File: src/rtl/riscv_pkg.sv
// Shared RV32 core types plus the load/store unit's state encoding and lane helpers.
package riscv_pkg;

    typedef enum logic [1:0] {
        MEM_BYTE      = 2'd0,
        MEM_HALF_WORD = 2'd1,
        MEM_WORD      = 2'd2
    } mem_size_t;

    typedef enum logic [1:0] {
        LSU_IDLE,
        LSU_REQ,
        LSU_WAIT,
        LSU_DONE
    } lsu_state_t;

    function automatic logic [3:0] lsu_byte_en(input mem_size_t size, input logic [1:0] offset);
        case (size)
            MEM_BYTE:      return 4'b0001 << offset;
            MEM_HALF_WORD: return 4'b0011 << {offset[1], 1'b0};
            default:       return 4'b1111;
        endcase
    endfunction

    // The unused size encoding is treated like a word so it can never reach the bus unaligned.
    function automatic logic lsu_misaligned(input mem_size_t size, input logic [1:0] offset);
        case (size)
            MEM_BYTE:      return 1'b0;
            MEM_HALF_WORD: return offset[0];
            default:       return offset != 2'b00;
        endcase
    endfunction

    function automatic logic [31:0] lsu_wdata(input mem_size_t size, input logic [31:0] wdata);
        case (size)
            MEM_BYTE:      return {4{wdata[7:0]}};
            MEM_HALF_WORD: return {2{wdata[15:0]}};
            default:       return wdata;
        endcase
    endfunction

endpackage

File: src/rtl/lsu_load_align.sv
// Moves the addressed byte/halfword of a raw bus word down to bit 0 and sign- or zero-extends it.
module lsu_load_align
    import riscv_pkg::*;
(
    input  logic [31:0] rdata_i,
    input  mem_size_t   size_i,
    input  logic        zext_i,
    input  logic [1:0]  offset_i,
    output logic [31:0] data_o
);

    logic [31:0] shifted;

    assign shifted = rdata_i >> {offset_i, 3'b000};

    always_comb begin
        case (size_i)
            MEM_BYTE:      data_o = {{24{~zext_i & shifted[7]}}, shifted[7:0]};
            MEM_HALF_WORD: data_o = {{16{~zext_i & shifted[15]}}, shifted[15:0]};
            default:       data_o = shifted;
        endcase
    end

endmodule

File: src/rtl/lsu_ctrl.sv
// Load/store sequencer: one outstanding data-memory transaction at a time, stalling the
// pipeline from issue until the access completes.
module lsu_ctrl
    import riscv_pkg::*;
(
    input  logic        clk,
    input  logic        rst,
    input  logic        dmem_req_i,
    input  logic        dmem_wr_en_i,
    input  mem_size_t   dmem_size_i,
    input  logic        dmem_zero_extend_i,
    input  logic [31:0] addr_i,
    input  logic [31:0] wdata_i,
    output logic        stall_o,
    output logic        misaligned_o,
    output logic [31:0] rdata_o,
    output logic        rdata_valid_o,
    output logic        bus_req_o,
    input  logic        bus_gnt_i,
    output logic        bus_we_o,
    output logic [31:0] bus_addr_o,
    output logic [3:0]  bus_be_o,
    output logic [31:0] bus_wdata_o,
    input  logic        bus_rvalid_i,
    input  logic [31:0] bus_rdata_i
);

    lsu_state_t  state_q, state_d;
    logic        bus_req_q, bus_req_d;
    logic        bus_we_q, bus_we_d;
    logic [31:0] bus_addr_q, bus_addr_d;
    logic [3:0]  bus_be_q, bus_be_d;
    logic [31:0] bus_wdata_q, bus_wdata_d;
    mem_size_t   size_q, size_d;
    logic        zext_q, zext_d;
    logic [1:0]  offset_q, offset_d;
    logic [31:0] rdata_q, rdata_d;
    logic        rdata_valid_q, rdata_valid_d;

    logic        req_misaligned;
    logic        issue;
    logic [31:0] load_data;

    assign req_misaligned = lsu_misaligned(dmem_size_i, addr_i[1:0]);
    assign issue          = (state_q == LSU_IDLE) && dmem_req_i && !req_misaligned;

    lsu_load_align u_load_align (
        .rdata_i  (bus_rdata_i),
        .size_i   (size_q),
        .zext_i   (zext_q),
        .offset_i (offset_q),
        .data_o   (load_data)
    );

    always_comb begin
        // NOTE: every _d defaults to its _q (or to 0 for pulses) so no branch below infers a latch.
        state_d       = state_q;
        bus_req_d     = bus_req_q;
        bus_we_d      = bus_we_q;
        bus_addr_d    = bus_addr_q;
        bus_be_d      = bus_be_q;
        bus_wdata_d   = bus_wdata_q;
        size_d        = size_q;
        zext_d        = zext_q;
        offset_d      = offset_q;
        rdata_d       = rdata_q;
        rdata_valid_d = 1'b0;

        case (state_q)
            LSU_IDLE: begin
                if (issue) begin
                    bus_req_d   = 1'b1;
                    bus_we_d    = dmem_wr_en_i;
                    bus_addr_d  = {addr_i[31:2], 2'b00};
                    bus_be_d    = lsu_byte_en(dmem_size_i, addr_i[1:0]);
                    bus_wdata_d = lsu_wdata(dmem_size_i, wdata_i);
                    size_d      = dmem_size_i;
                    zext_d      = dmem_zero_extend_i;
                    offset_d    = addr_i[1:0];
                    state_d     = LSU_REQ;
                end
            end
            LSU_REQ: begin
                if (bus_gnt_i) begin
                    bus_req_d = 1'b0;
                    state_d   = bus_we_q ? LSU_DONE : LSU_WAIT;
                end
            end
            LSU_WAIT: begin
                if (bus_rvalid_i) begin
                    rdata_d       = load_data;
                    rdata_valid_d = 1'b1;
                    state_d       = LSU_DONE;
                end
            end
            // DONE never looks at dmem_req_i, so the instruction still on the inputs cannot re-issue.
            LSU_DONE: state_d = LSU_IDLE;
            default:  state_d = LSU_IDLE;
        endcase
    end

    always_ff @(posedge clk) begin
        // NOTE: state updates use <= so every flop samples the pre-edge values of the others.
        if (rst) begin
            state_q       <= LSU_IDLE;
            bus_req_q     <= 1'b0;
            bus_we_q      <= 1'b0;
            bus_addr_q    <= '0;
            bus_be_q      <= '0;
            bus_wdata_q   <= '0;
            size_q        <= MEM_BYTE;
            zext_q        <= 1'b0;
            offset_q      <= '0;
            rdata_q       <= '0;
            rdata_valid_q <= 1'b0;
        end else begin
            state_q       <= state_d;
            bus_req_q     <= bus_req_d;
            bus_we_q      <= bus_we_d;
            bus_addr_q    <= bus_addr_d;
            bus_be_q      <= bus_be_d;
            bus_wdata_q   <= bus_wdata_d;
            size_q        <= size_d;
            zext_q        <= zext_d;
            offset_q      <= offset_d;
            rdata_q       <= rdata_d;
            rdata_valid_q <= rdata_valid_d;
        end
    end

    assign stall_o       = issue || (state_q == LSU_REQ) || (state_q == LSU_WAIT);
    assign misaligned_o  = (state_q == LSU_IDLE) && dmem_req_i && req_misaligned;
    assign rdata_o       = rdata_q;
    assign rdata_valid_o = rdata_valid_q;
    assign bus_req_o     = bus_req_q;
    assign bus_we_o      = bus_we_q;
    assign bus_addr_o    = bus_addr_q;
    assign bus_be_o      = bus_be_q;
    assign bus_wdata_o   = bus_wdata_q;

endmodule

File: config.mk
export PLATFORM = sky130hd
export DESIGN_NAME = lsu_ctrl
export DESIGN_NICKNAME = d
export VERILOG_FILES = /design/src/rtl/riscv_pkg.sv /design/src/rtl/lsu_load_align.sv /design/src/rtl/lsu_ctrl.sv
export SDC_FILE = /design/constraint.sdc
export NUM_CORES = 1
export LEC_CHECK = 0
export BUFFER_PORTS_ARGS = -buffer_cell sky130_fd_sc_hd__buf_2
export CORE_MARGIN = 3
export CORE_UTILIZATION = 40
export CTS_CLUSTER_DIAMETER = 80
export DETAILED_ROUTE_END_ITERATION = 7
export PLACE_DENSITY = 0.68
export SETUP_SLACK_MARGIN = 0.05
export SLEW_MARGIN = 20
export SYNTH_ARGS = -nofsm -noshare
export SYNTH_HDL_FRONTEND = slang
export SYNTH_SLANG_ARGS = --single-unit
export TNS_END_PERCENT = 5
File: constraint.sdc
create_clock -name clk -period 3.2 [get_ports clk]
set_input_delay 0.16 -clock clk [delete_from_list [all_inputs] [get_ports clk]]
set_output_delay 0.16 -clock clk [all_outputs]
set_load 0.02 [all_outputs]
==> reports/qor.csv <==
metric,value,unit
antenna_left,0,
clk_latency,0.34,ns
synth_seq_cells,108,
finalCriticalPeriod,2.30,ns
grt_pass1_wl,22000,um
multi_input_area,2370,um2
synth-seq-area-share,45.1,%
via_per_inst,5.29,
cts_setup_buffers,0,
gr-usage-all-layers,20.7,%
final.setup_skew,0.00413,ns
arrival,2.49,ns
initial_core_util,41.4,%
hold_buffers,0,
ys.flop_type,dfxtp_1,
tns,0,ns
cts_buffers,9,
startpoint_type,flip-flop,
vias,4780,
coreArea,11600,um2
wire_per_inst,15.6,um
synth_edf_count,0,
clk_pin_slew,0.07,ns
dr.pass1.iters,5,
die_width,115,um
dp.final_hpwl,10300,um
crit_type,flip-flop to flip-flop,
setup_viol,0,
power,3.94,mW
grt-busiest-layer,met2,
clockBufferDepth,2,
drc,0,
peakVddDrop,379,uV
fillers,1120,
final-seq-area,2160,um2
drt_iter0_drc,422,
power.leakage,2.73,nW
path_max_fanout,16,
relSlewSlack,39.9,%
cts_tree,built,
hp-class,input pin to flip-flop,
met3_usage,7.52,%
syn-cell-area,4790,um2
mostFrequentLayoutCells,"206 x buf_2, 158 x nand2_1, 108 x dfxtp_1",
report.final.hold_viol_count,0,
instances_no_fill,903,
cts_root_buf,clkbuf_16,
crit_path_end_kind,flip-flop,
antenna_found_initial,1,
worstMarginPinSlew,0.901,ns
synth_cells,577,
cts_resized,0,
outcome,"finished, final reports clean",
synth_warnings,0,
met1_usage,26.3,%
htree_levels,3,
overflow,0,
fmax,434,MHz
pin_count,210,
worstPathRequired,3.38,ns
antenna-diode-count,0,
dp.cells,887,
nNetsFinal,864,
grtUsageMet2,33.1,%
async_flop_share,0,%
rows,39,
area_growth,28.1,%
power.density,642,nW/um2
drive_gt1_share,33.0,%
final_common_cell,buf_2,
cts_sinks,108,
ys_types,42,
io_buffer_count,207,
wl,14100,um
dieArea,13300,um2
fin_crit_sh,72.0,%
gp_congestion,0.894,
drv_slew,0,
grt_max_degree,84,
rsz0062_at_grt,no,
avgSynthCellArea,8.31,um2
max-cap-violations,0,
grt_pass1_vias,4451,
die_h,115,um
-- synthesized netlist by cell type, types with 2 or more instances --
master / n / area share [%]
mux2_2: 15 / 3.5
inv_1: 7 / 0.55
nand3_1: 2 / 0.21
or3_1: 2 / 0.26
a21oi_1: 65 / 6.8
ha_1: 4 / 1.0
nor2b_1: 2 / 0.26
buf_6: 3 / 0.70
nand4_1: 2 / 0.26
buf_2: 13 / 1.4
a211oi_2: 2 / 0.52
clkbuf_1: 25 / 2.0
nand2_1: 158 / 12
nor2_1: 42 / 3.3
dfxtp_1: 108 / 45
o21ai_0: 11 / 1.1
o211ai_1: 23 / 3.6
a211oi_1: 23 / 3.6
o211a_1: 8 / 1.7
a311oi_1: 11 / 2.0
buf_4: 5 / 0.78
buf_1: 2 / 0.16
mux2i_1: 25 / 5.2
-- path summary, 6_finish.rpt --
kind,startpoint,end,slack [ns],cells after the start
worst max-delay path,state_q[0],rdata_o[23],0.90,6
worst max register to register,state_q[0],rdata_o[23],0.90,6
worst min register to register,bus_wdata_o[4],bus_wdata_o[4],0.45,2
worst min-delay path,addr_i[18],bus_addr_o[18],0.05,3
-- through the flow --
stage	utilization, %	worst slack (ns)	area, um2	hold slack (ns)
final	53.1	0.896	6140	0.0496
after global routing	53.1	0.675	6140	0.0289
after CTS	53.1	0.898	6140	0.0316
after detailed placement	50.5	0.907	5840	0.407
after global placement	50.5	1.01	5840	0.401
after floorplan	-	1.54	4800	0.296
-- where the power goes --
part,internal [mW],total [mW],switching (mW)
registers,1.53,1.64,0.107
clock network,0.628,1.12,0.489
logic,0.424,1.18,0.756
-- worst max-delay path, cell delays in order (launching register included) --
cell and delay [ns]:
dfxtp_1 0.34, inv_1 0.12, ha_1 0.19, nand2_1 0.26, or3_1 0.47, o22ai_2 0.58
a211oi_1 0.17
-- cells by family after synthesis --
kind of cell             after synthesis  share of synthesized area (%)
AO/OA/AOI/OAI                        153                           21.3
AND/OR/NAND/NOR                      214                           17.6
adder cells (fa/ha/maj)                4                           1.04
flip-flops                           108                           45.1
multiplexers                          41                           9.22
buffers and inverters                 56                           5.59
other                                  1                         0.0783
-- metal layers --
layer | vias to the layer above | wire, um
met3 | 20 | 1160
met1 | 2227 | 6050
met2 | 188 | 6560
met4 | 2 | 293
met5 | - | 7
li1 | 2343 | -
-- registers in the layout, summed over array words and instances, names as in the netlist --
register and cells:
size_q 2, bus_req_o 1, bus_we_o 1, rdata_valid_o 1
bus_be_o 4, offset_q 2, bus_addr_o 30, bus_wdata_o 32
rdata_o 32, zext_q 1, state_q 2
-- cell type report --
class	count	share of cell area, %
multi-input combinational	414	38.6
timing repair buffer	214	18.0
inverter	8	0.489
tap	143	2.92
clock buffer	12	4.02
clock inverter	4	0.795
sequential	108	35.2
Note: power is estimated with default switching activity, not from simulation.
